[config.mk]
export PLATFORM = sky130hd
export DESIGN_NAME = compare_unit_iter_flat
export DESIGN_NICKNAME = d
export VERILOG_FILES = /design/src/rtl/compare_unit_iter_if.sv /design/src/rtl/compare_unit_iter.sv /design/src/flat_wrapper.sv
export SDC_FILE = /design/constraint.sdc
export NUM_CORES = 1
export LEC_CHECK = 0
export BUFFER_PORTS_ARGS = -buffer_cell sky130_fd_sc_hd__buf_2
export CORE_MARGIN = 2
export CORE_UTILIZATION = 58
export CTS_BUF_LIST = sky130_fd_sc_hd__clkbuf_2
export DETAILED_ROUTE_END_ITERATION = 8
export PLACE_DENSITY_LB_ADDON = 0.2
export SETUP_SLACK_MARGIN = 0.3
export SLEW_MARGIN = 20
export SYNTH_ARGS = -nofsm -noshare
export SYNTH_HDL_FRONTEND = slang
export SYNTH_SLANG_ARGS = --single-unit
[constraint.sdc]
create_clock -name clk_i -period 3.9 [get_ports clk_i]
set_input_delay 0.39 -clock clk_i [delete_from_list [all_inputs] [get_ports clk_i]]
set_output_delay 0.39 -clock clk_i [all_outputs]
set_load 0.01 [all_outputs]
[src/rtl/compare_unit_iter_if.sv]
// Request/response bundle for compare_unit_iter: issue-side request, writeback-side
// result, flush and busy status.
interface compare_unit_iter_if #(
   parameter int WIDTH = 32
);
   logic             flush_i;
   logic             in_valid_i;
   logic             in_ready_o;
   logic [WIDTH-1:0] op_a_i;
   logic [WIDTH-1:0] op_b_i;
   logic [2:0]       opcode_i;
   logic             out_valid_o;
   logic             out_ready_i;
   logic [WIDTH-1:0] result_o;
   logic             busy_o;

   modport slave (
      input  flush_i, in_valid_i, op_a_i, op_b_i, opcode_i, out_ready_i,
      output in_ready_o, out_valid_o, result_o, busy_o
   );

   modport master (
      output flush_i, in_valid_i, op_a_i, op_b_i, opcode_i, out_ready_i,
      input  in_ready_o, out_valid_o, result_o, busy_o
   );
endinterface

[src/rtl/compare_unit_iter.sv]
// Multi-cycle compare/min/max unit, CHUNK bits per cycle, MSB chunk first.
// Optional macro COMPARE_UNIT_ITER_EARLY_EXIT_EN: finish on the first differing chunk.
//
// state | meaning
// IDLE  | ready for a request, operands latched on accept
// BUSY  | comparing one chunk per cycle
// DONE  | result held valid until consumed or flushed
module compare_unit_iter #(
   parameter int               WIDTH                 = 32,
   parameter int               CHUNK                 = 8,
   parameter logic [WIDTH-1:0] UNKNOWN_OPCODE_RESULT = '0
) (
   input  logic              clk_i,
   input  logic              rst_i,
   compare_unit_iter_if.slave bus
);
   localparam int N     = WIDTH / CHUNK;
   localparam int IDX_W = (N > 1) ? $clog2(N) : 1;

   localparam logic [2:0] OP_SLT  = 3'b000;
   localparam logic [2:0] OP_SLTU = 3'b001;
   localparam logic [2:0] OP_EQ   = 3'b010;
   localparam logic [2:0] OP_NE   = 3'b011;
   localparam logic [2:0] OP_SGE  = 3'b100;
   localparam logic [2:0] OP_SGEU = 3'b101;
   localparam logic [2:0] OP_MIN  = 3'b110;
   localparam logic [2:0] OP_MAX  = 3'b111;

   typedef enum logic [1:0] {
      IDLE = 2'd0,
      BUSY = 2'd1,
      DONE = 2'd2
   } state_t;

   state_t             state_q, state_d;
   logic [WIDTH-1:0]   a_q, a_d;
   logic [WIDTH-1:0]   b_q, b_d;
   logic [2:0]         opcode_q, opcode_d;
   logic [IDX_W-1:0]   idx_q, idx_d;
   logic               lt_q, lt_d;
   logic               gt_q, gt_d;
   logic [WIDTH-1:0]   result_q, result_d;

   logic               signed_op;
   logic [WIDTH-1:0]   cmp_a;
   logic [WIDTH-1:0]   cmp_b;
   logic [CHUNK-1:0]   chunk_a;
   logic [CHUNK-1:0]   chunk_b;
   logic               decided;
   logic               chunk_lt;
   logic               chunk_gt;
   logic               last_chunk;
   logic               finish;

   function automatic logic [WIDTH-1:0] make_result(
      input logic [2:0]       op,
      input logic             lt,
      input logic             gt,
      input logic [WIDTH-1:0] a,
      input logic [WIDTH-1:0] b
   );
      logic [WIDTH-1:0] r;
      r = '0;
      case (op)
         OP_SLT, OP_SLTU: r[0] = lt;
         OP_EQ:           r[0] = !lt && !gt;
         OP_NE:           r[0] = lt || gt;
         OP_SGE, OP_SGEU: r[0] = !lt;
         OP_MIN:          r    = lt ? a : b;
         OP_MAX:          r    = gt ? a : b;
         default:         r    = UNKNOWN_OPCODE_RESULT;
      endcase
      return r;
   endfunction

   // Flipping both sign bits maps two's-complement order onto unsigned order.
   always_comb begin
      signed_op = (opcode_q == OP_SLT) || (opcode_q == OP_SGE) || (opcode_q[2:1] == 2'b11);
      cmp_a     = a_q;
      cmp_b     = b_q;
      if (signed_op) begin
         cmp_a[WIDTH-1] = ~a_q[WIDTH-1];
         cmp_b[WIDTH-1] = ~b_q[WIDTH-1];
      end
   end

   // idx 0 addresses the most significant chunk.
   always_comb begin
      chunk_a = '0;
      chunk_b = '0;
      for (int i = 0; i < N; i++) begin
         if (idx_q == IDX_W'(i)) begin
            chunk_a = cmp_a[(N-1-i)*CHUNK +: CHUNK];
            chunk_b = cmp_b[(N-1-i)*CHUNK +: CHUNK];
         end
      end
   end

   always_comb begin
      decided    = lt_q || gt_q;
      chunk_lt   = !decided && (chunk_a < chunk_b);
      chunk_gt   = !decided && (chunk_a > chunk_b);
      last_chunk = (idx_q == IDX_W'(N - 1));
`ifdef COMPARE_UNIT_ITER_EARLY_EXIT_EN
      finish     = last_chunk || chunk_lt || chunk_gt;
`else
      finish     = last_chunk;
`endif
   end

   always_comb begin
      state_d  = state_q;
      a_d      = a_q;
      b_d      = b_q;
      opcode_d = opcode_q;
      idx_d    = idx_q;
      lt_d     = lt_q;
      gt_d     = gt_q;
      result_d = result_q;

      case (state_q)
         IDLE: begin
            if (bus.in_valid_i && !bus.flush_i) begin
               a_d      = bus.op_a_i;
               b_d      = bus.op_b_i;
               opcode_d = bus.opcode_i;
               idx_d    = '0;
               lt_d     = 1'b0;
               gt_d     = 1'b0;
               state_d  = BUSY;
            end
         end
         BUSY: begin
            if (bus.flush_i) begin
               state_d = IDLE;
            end else begin
               lt_d  = lt_q || chunk_lt;
               gt_d  = gt_q || chunk_gt;
               idx_d = idx_q + IDX_W'(1);
               if (finish) begin
                  result_d = make_result(opcode_q, lt_d, gt_d, a_q, b_q);
                  state_d  = DONE;
               end
            end
         end
         DONE: begin
            if (bus.flush_i || bus.out_ready_i) state_d = IDLE;
         end
         default: state_d = IDLE;
      endcase
   end

   always_ff @(posedge clk_i or posedge rst_i) begin
      if (rst_i) begin
         state_q  <= IDLE;
         a_q      <= '0;
         b_q      <= '0;
         opcode_q <= '0;
         idx_q    <= '0;
         lt_q     <= 1'b0;
         gt_q     <= 1'b0;
         result_q <= '0;
      end else begin
         state_q  <= state_d;
         a_q      <= a_d;
         b_q      <= b_d;
         opcode_q <= opcode_d;
         idx_q    <= idx_d;
         lt_q     <= lt_d;
         gt_q     <= gt_d;
         result_q <= result_d;
      end
   end

   assign bus.in_ready_o  = (state_q == IDLE);
   assign bus.out_valid_o = (state_q == DONE);
   assign bus.busy_o      = (state_q != IDLE);
   assign bus.result_o    = result_q;
endmodule

[src/flat_wrapper.sv]
// flat-port wrapper written by rule: the top's interface ports become plain ports
module compare_unit_iter_flat 
#(
   parameter int               WIDTH                 = 32,
   parameter int               CHUNK                 = 8,
   parameter logic [WIDTH-1:0] UNKNOWN_OPCODE_RESULT = '0
)
  (clk_i, rst_i, bus_flush_i, bus_in_valid_i, bus_op_a_i, bus_op_b_i, bus_opcode_i, bus_out_ready_i, bus_in_ready_o, bus_out_valid_o, bus_result_o, bus_busy_o);
  compare_unit_iter_if #(.WIDTH(WIDTH)) bus_i ();
  input  logic clk_i;
  input  logic rst_i;
  input wire logic [$bits(bus_i.flush_i)-1:0] bus_flush_i;
  input wire logic [$bits(bus_i.in_valid_i)-1:0] bus_in_valid_i;
  input wire logic [$bits(bus_i.op_a_i)-1:0] bus_op_a_i;
  input wire logic [$bits(bus_i.op_b_i)-1:0] bus_op_b_i;
  input wire logic [$bits(bus_i.opcode_i)-1:0] bus_opcode_i;
  input wire logic [$bits(bus_i.out_ready_i)-1:0] bus_out_ready_i;
  output wire logic [$bits(bus_i.in_ready_o)-1:0] bus_in_ready_o;
  output wire logic [$bits(bus_i.out_valid_o)-1:0] bus_out_valid_o;
  output wire logic [$bits(bus_i.result_o)-1:0] bus_result_o;
  output wire logic [$bits(bus_i.busy_o)-1:0] bus_busy_o;
  assign bus_i.flush_i = bus_flush_i;
  assign bus_i.in_valid_i = bus_in_valid_i;
  assign bus_i.op_a_i = bus_op_a_i;
  assign bus_i.op_b_i = bus_op_b_i;
  assign bus_i.opcode_i = bus_opcode_i;
  assign bus_i.out_ready_i = bus_out_ready_i;
  assign bus_in_ready_o = bus_i.in_ready_o;
  assign bus_out_valid_o = bus_i.out_valid_o;
  assign bus_result_o = bus_i.result_o;
  assign bus_busy_o = bus_i.busy_o;
  compare_unit_iter #(.WIDTH(WIDTH), .CHUNK(CHUNK), .UNKNOWN_OPCODE_RESULT(UNKNOWN_OPCODE_RESULT)) u_core (.clk_i(clk_i), .rst_i(rst_i), .bus(bus_i));
endmodule
Yosys cells after proc, flatten, opt, wreduce, memory -nomap -nowiden
Cells that the tools add are included.

Register bits after elaboration: 105. Bits of input ports: 72. Output and inout port bits: 35. Logic and storage cells: 84.

Add/subtract/negate cells: 1. $lt $le $gt $ge: 2. Equality and inequality tests: 17. Multiplexer cells: 27. Bitwise logic cells: 3. Reductions and logical operators: 26.

Operators by type and width (number): $mux W32 (2); $mux W8 (8); $pmux W31 S2 (1); $eq A3 B3 Y1 const B (4); $mux W2 (6); $reduce_and A3 Y1 (3); $eq A2 B2 Y1 const B (4); $gt A8 B8 Y1 (1); $lt A8 B8 Y1 (1); $logic_or A1 B1 Y1 (7); $eq A3 B2 Y1 const B (2); $pmux W1 S6 (1); $pmux W2 S3 (1); $mux W1 (5); $eq A2 B1 Y1 const B (2); $logic_and A1 B1 Y1 (4); $logic_not A1 Y1 (4); $logic_not A2 Y1 (2); $ne A2 B1 Y1 const B (2); $pmux W1 S2 (2); $pmux W2 S2 (1); $reduce_bool A2 Y1 (2); $reduce_or A2 Y1 (2); $eq A3 B1 Y1 const B (1); other kinds (6) (8).

Depth between registers and ports, before layout
Depth after elaboration: 14. Gate-level depth with buffers: 18. Gate-level depth less buffers: 15.

Worst setup path before layout
No wires, ideal clock.

Kind: register to register. From: register u_core.idx_q[1]. To: register u_core.result_q[10], in the netlist u_core.bus.result_o[10]. Library setup time: 0.126 ns. Data arrival time: 3.401 ns. Required time: 3.774 ns. Slack: 0.373 ns. Cell stages (with the launch flop): 17. Path buffers: 4. Period minus slack after synthesis: 3.527 ns. Cell sequence: dfrtp_1 -> inv_1 -> ha_1 -> clkbuf_1 -> buf_1 -> a221oi_1 -> o21ai_0 -> o21ai_0 -> ha_1 -> nand2_1 -> nor2_1 -> a2111oi_4 -> a21o_1 -> buf_6 -> buf_12 -> mux2_4 -> a221o_1.

Word-level cells in the longest chain between the ends: 10. Elaborated cells on any way between the ends: 22. Classes of those cells: 2 x order compare; 3 x eq/ne; 11 x mux; 6 x reduce/logical.

RTL lines: start: declaration (RTL line compare_unit_iter.sv:39) `logic [IDX_W-1:0] idx_q, idx_d;`; start signal: assignment (RTL line compare_unit_iter.sv:168) `idx_q <= idx_d;`; $logic_not A2 Y1 (RTL line compare_unit_iter.sv:92) `if (idx_q == IDX_W'(i)) begin`; $mux W8 (4 in series) (RTL line compare_unit_iter.sv:92); $gt A8 B8 Y1 or $lt A8 B8 Y1 (tied branches) (RTL line compare_unit_iter.sv:102, compare_unit_iter.sv:101); $logic_and A1 B1 Y1, on equally long branches (RTL line compare_unit_iter.sv:102, compare_unit_iter.sv:101); $logic_or A1 B1 Y1, on equally long branches (RTL line compare_unit_iter.sv:138, compare_unit_iter.sv:137); $mux W32, on equally long branches (RTL line compare_unit_iter.sv:70, compare_unit_iter.sv:69); $pmux W31 S2 (RTL line compare_unit_iter.sv:64) `case (op)`; end signal: assignment (RTL line compare_unit_iter.sv:171) `result_q <= result_d;`; end: declaration (RTL line compare_unit_iter.sv:42) `logic [WIDTH-1:0] result_q, result_d;`.

Parallel ways exist; a longest one is shown, timed or not. A chain may end at the register's enable or synchronous reset.

Worst setup path in the final report
From: register u_core.idx_q[0]. To: register u_core.result_q[30], in the netlist u_core.bus.result_o[30].

Same word-level chain as after synthesis.

==> results.cfg <==
[power_and_ir_drop]
power.density_nw_per_um2 = 675
power.internal_mw = 3.16
p_comb_frac = 0.580
vdd_drop_max_v = 0.000541
power_frac_seq = 0.309
swShare = 0.379
pwr-share-clk = 0.111
p_sw_mw = 1.93
p_leak_nw = 3.53
finalPower_mw = 5.10

[timing]
fin_skew_ns = 0.0354
min_period_ns = 3.48
fin_crit_sh = 0.892
slew_headroom = 0.423
rsz0062_at_grt = false
hold_ws_ns = 0.258
max_freq_mhz = 287
slew_viol_final = 0
worst_slew_pin_slew_ns = 0.865
tns_ns = 0
finalSetupViolations = 0
finalHoldViolations = 0

[synth]
ys_types = 38
synth-main-ff-cell = dfrtp_1
async_flop_share = 1.00
syn-num-nets = 623
synth_edf_count = 0
synth.avg_cell_area_um2 = 11.0
ys_top_cells_by_area = dfrtp_1, mux2_2, mux2_4
synthDominantCellAreaShare = 0.443
synth-seq-cells = 105
yosys.area.top_type = dfrtp_1
ys_seq_area_frac = 0.443
netlist_area_um2 = 5930
ys_warn_count = 0
synthCells = 539

[detailed_routing]
dr.pass1.iters = 7
met2WireLength_mm = 7.41
dr.max_layer_used = met4
wl_met3_um = 851
drt_iter0_markers = 228
wl_met1_mm = 6.73
drc = 0
wl_per_cell_um = 17.8
vias_per_cell = 5.70
drt_wl_total_mm = 15.1
vias = 4831
postRouteAntennaNets = 0

[global_route]
overflow = 0
gr-usage-all-layers = 0.284
grt_max_degree = 72
antenna_found_initial = 0
first_global_vias = 4755
grt_pass1_wl_mm = 24.5

[setup_path]
worstSetupPathType = flop to flop
crit_path_start_kind = flop
cp.required_ns = 4.44
end_kind = flop
worstSetupStartpoint = u_core.idx_q[0]
reg2reg_setup_slack_ns = 0.42
crit_top_cell = buf_4
crit_arrival_ns = 4.02
rr_endpoint = u_core.bus.result_o[30]
cp_max_fo = 10
crit_slowest_cell = dfrtp_2
endpoint = u_core.bus.result_o[30]
r2r-start = u_core.idx_q[0]
cp_slowest_stage_delay_ns = 0.48
r2r_cells = 13
crit_chain = buf_4 > ha_4 > buf_4 > a221oi_1 > o21ai_1 > o21ai_0 > ha_1 > buf_4 > a2111oi_4 > a21o_4 > buf_12 > mux2_2 > a221o_1

[cts]
clockBufferDepth = 2
clk_pin_slew_ns = 0.27
cts.htree.levels = 3
cts_tree = yes
clkSinkCount = 105
clk_latency_ns = 0.64
root_buffer = clkbuf_2
cts_buffers = 9

[place]
place_inst = 755
gp_congestion = 0.869
post-dp-hpwl_mm = 10.1
io_buffers = 106

[cells_and_area]
drive_gt1_frac = 0.359
layout.cells.non_filler = 848
diodes = 0
fin_nets = 794
area_growth_syn_to_layout_pct = 27.2
nFillCells = 650

[worst_hold_path]
hold_class = input pin to asynchronous set/reset pin

[floorplan]
die_area_um2 = 11000
core_area_um2 = 9860
die_w_um = 105
start_util = 0.601
num_rows = 36
pin_count = 107
die_h_um = 105

[status]
status = finished, final reports clean

[run]
drv_cap = 0
-- worst min path at each step --
| stage | slack (ns) | depth (start not counted) | end | from |
|---|---|---|---|---|
| after global placement | 0.42 | 2 | u_core.a_q[20] | rst_i |
| after CTS | 0.01 | 3 | u_core.state_q[0] | bus_in_valid_i |
| after global routing | 0.23 | 3 | u_core.a_q[21] | rst_i |
| after floorplan | 0.45 | 1 | u_core.state_q[0] | u_core.state_q[1] |
| final | 0.26 | 3 | u_core.b_q[20] | rst_i |
| after detailed placement | 0.43 | 2 | u_core.a_q[20] | rst_i |
-- state kept, by name, summed over array words and instances, names as in the netlist --
name and cells:
u_core.bus.result_o 32, u_core.b_q 32, u_core.state_q 2, u_core.lt_q 1
u_core.idx_q 2, u_core.gt_q 1, u_core.opcode_q 3, u_core.a_q 32
-- synth_stat cells (all sizes together) (2+ instances only) --
master  number
a21boi       2
a21o         3
a21oi       24
a221o       31
a221oi       3
buf         15
clkbuf      24
dfrtp      105
ha          12
inv          8
mux2        96
mux2i       40
nand2       98
nand3        4
nor2        28
nor2b        6
o21ai       22
o32ai        2
xnor2        2
-- power groups by stage --
stage / Sequential, mW / Clock [mW] / Combinational [mW]
6_report: 1.57 / 0.563 / 2.96
5_1_grt: 1.60 / 0.627 / 3.14
4_1_cts: 1.56 / 0.580 / 2.71
3_5_place_dp: 1.58 / 0 / 2.63
3_3_place_gp: 1.57 / 0 / 2.55
2_1_floorplan: 1.51 / 0 / 2.21
-- cell usage in the layout (no fill, tap or decap), drive strengths merged, types with 2 or more instances in the layout --
cell,synthesis,routed
o32ai,2,2
nand2,98,98
dfrtp,105,105
clkinv,0,4
xnor2,2,2
a221oi,3,3
ha,12,12
nor2b,6,6
dlygate4sd3,0,71
buf,15,127
clkbuf,24,10
a21boi,2,2
a21oi,24,24
nor2,28,28
a21o,3,3
a221o,31,31
mux2i,40,40
inv,8,8
mux2,96,96
o21ai,22,22
nand3,4,4
bufinv,0,2
-- worst max-delay path, delay by kind of cell (launching register included) --
kind | cells | cell delay (ns)
compound gates | 6 | 1.46
buf+inv | 4 | 0.64
fa+ha+maj | 2 | 0.49
mux | 1 | 0.34
flops | 1 | 0.48
-- metrics by stage --
step                worst slack [ns]  cell area [um2]  utilization
global placement               0.380             6570        0.666
global route                   0.300             7540        0.765
detailed placement             0.280             6570        0.666
finish                         0.420             7540        0.765
CTS                            0.292             7410        0.751
floorplan                      0.373             5930            -
-- routing by layer --
metal | vias to the layer above | global-route usage
li1 | 2273 | -
met1 | 2388 | 0.387
met2 | 158 | 0.452
met3 | 12 | 0.0767
met4 | 0 | 0.0714
met5 | - | 0
-- logic make-up (layout without fill, tap and decap cells) --
family                   Yosys count  after routing  share of synthesized area
buffers and inverters             47            223                     0.0445
AND/OR/NAND/NOR                  142            142                     0.0960
AO/OA/AOI/OAI                     95             95                      0.120
multiplexers                     136            136                      0.268
flip-flops                       105            105                      0.443
XOR/XNOR                           2              2                    0.00295
adder cells (fa/ha/maj)           12             12                     0.0253
-- area by class of cell --
cell class	instances	area (um2)	area share
clock buffer	9	45.0	0.00597
clock inverter	7	85.1	0.0113
inverter	8	32.5	0.00431
multi-input combinational	387	3110	0.412
sequential	105	2630	0.349
tap	133	166	0.0221
timing repair buffer	199	1470	0.195
-- timing repair --
action                     4_1_cts  5_1_grt
hold endpoints to repair       103        1
cloned                           0        1
setup buffers                    0        5
hold buffers                    70        1
setup endpoints to repair       14       33
pin swaps                        0        4
gates resized for setup          1       23
Note: power is estimated with default switching activity, not from simulation.
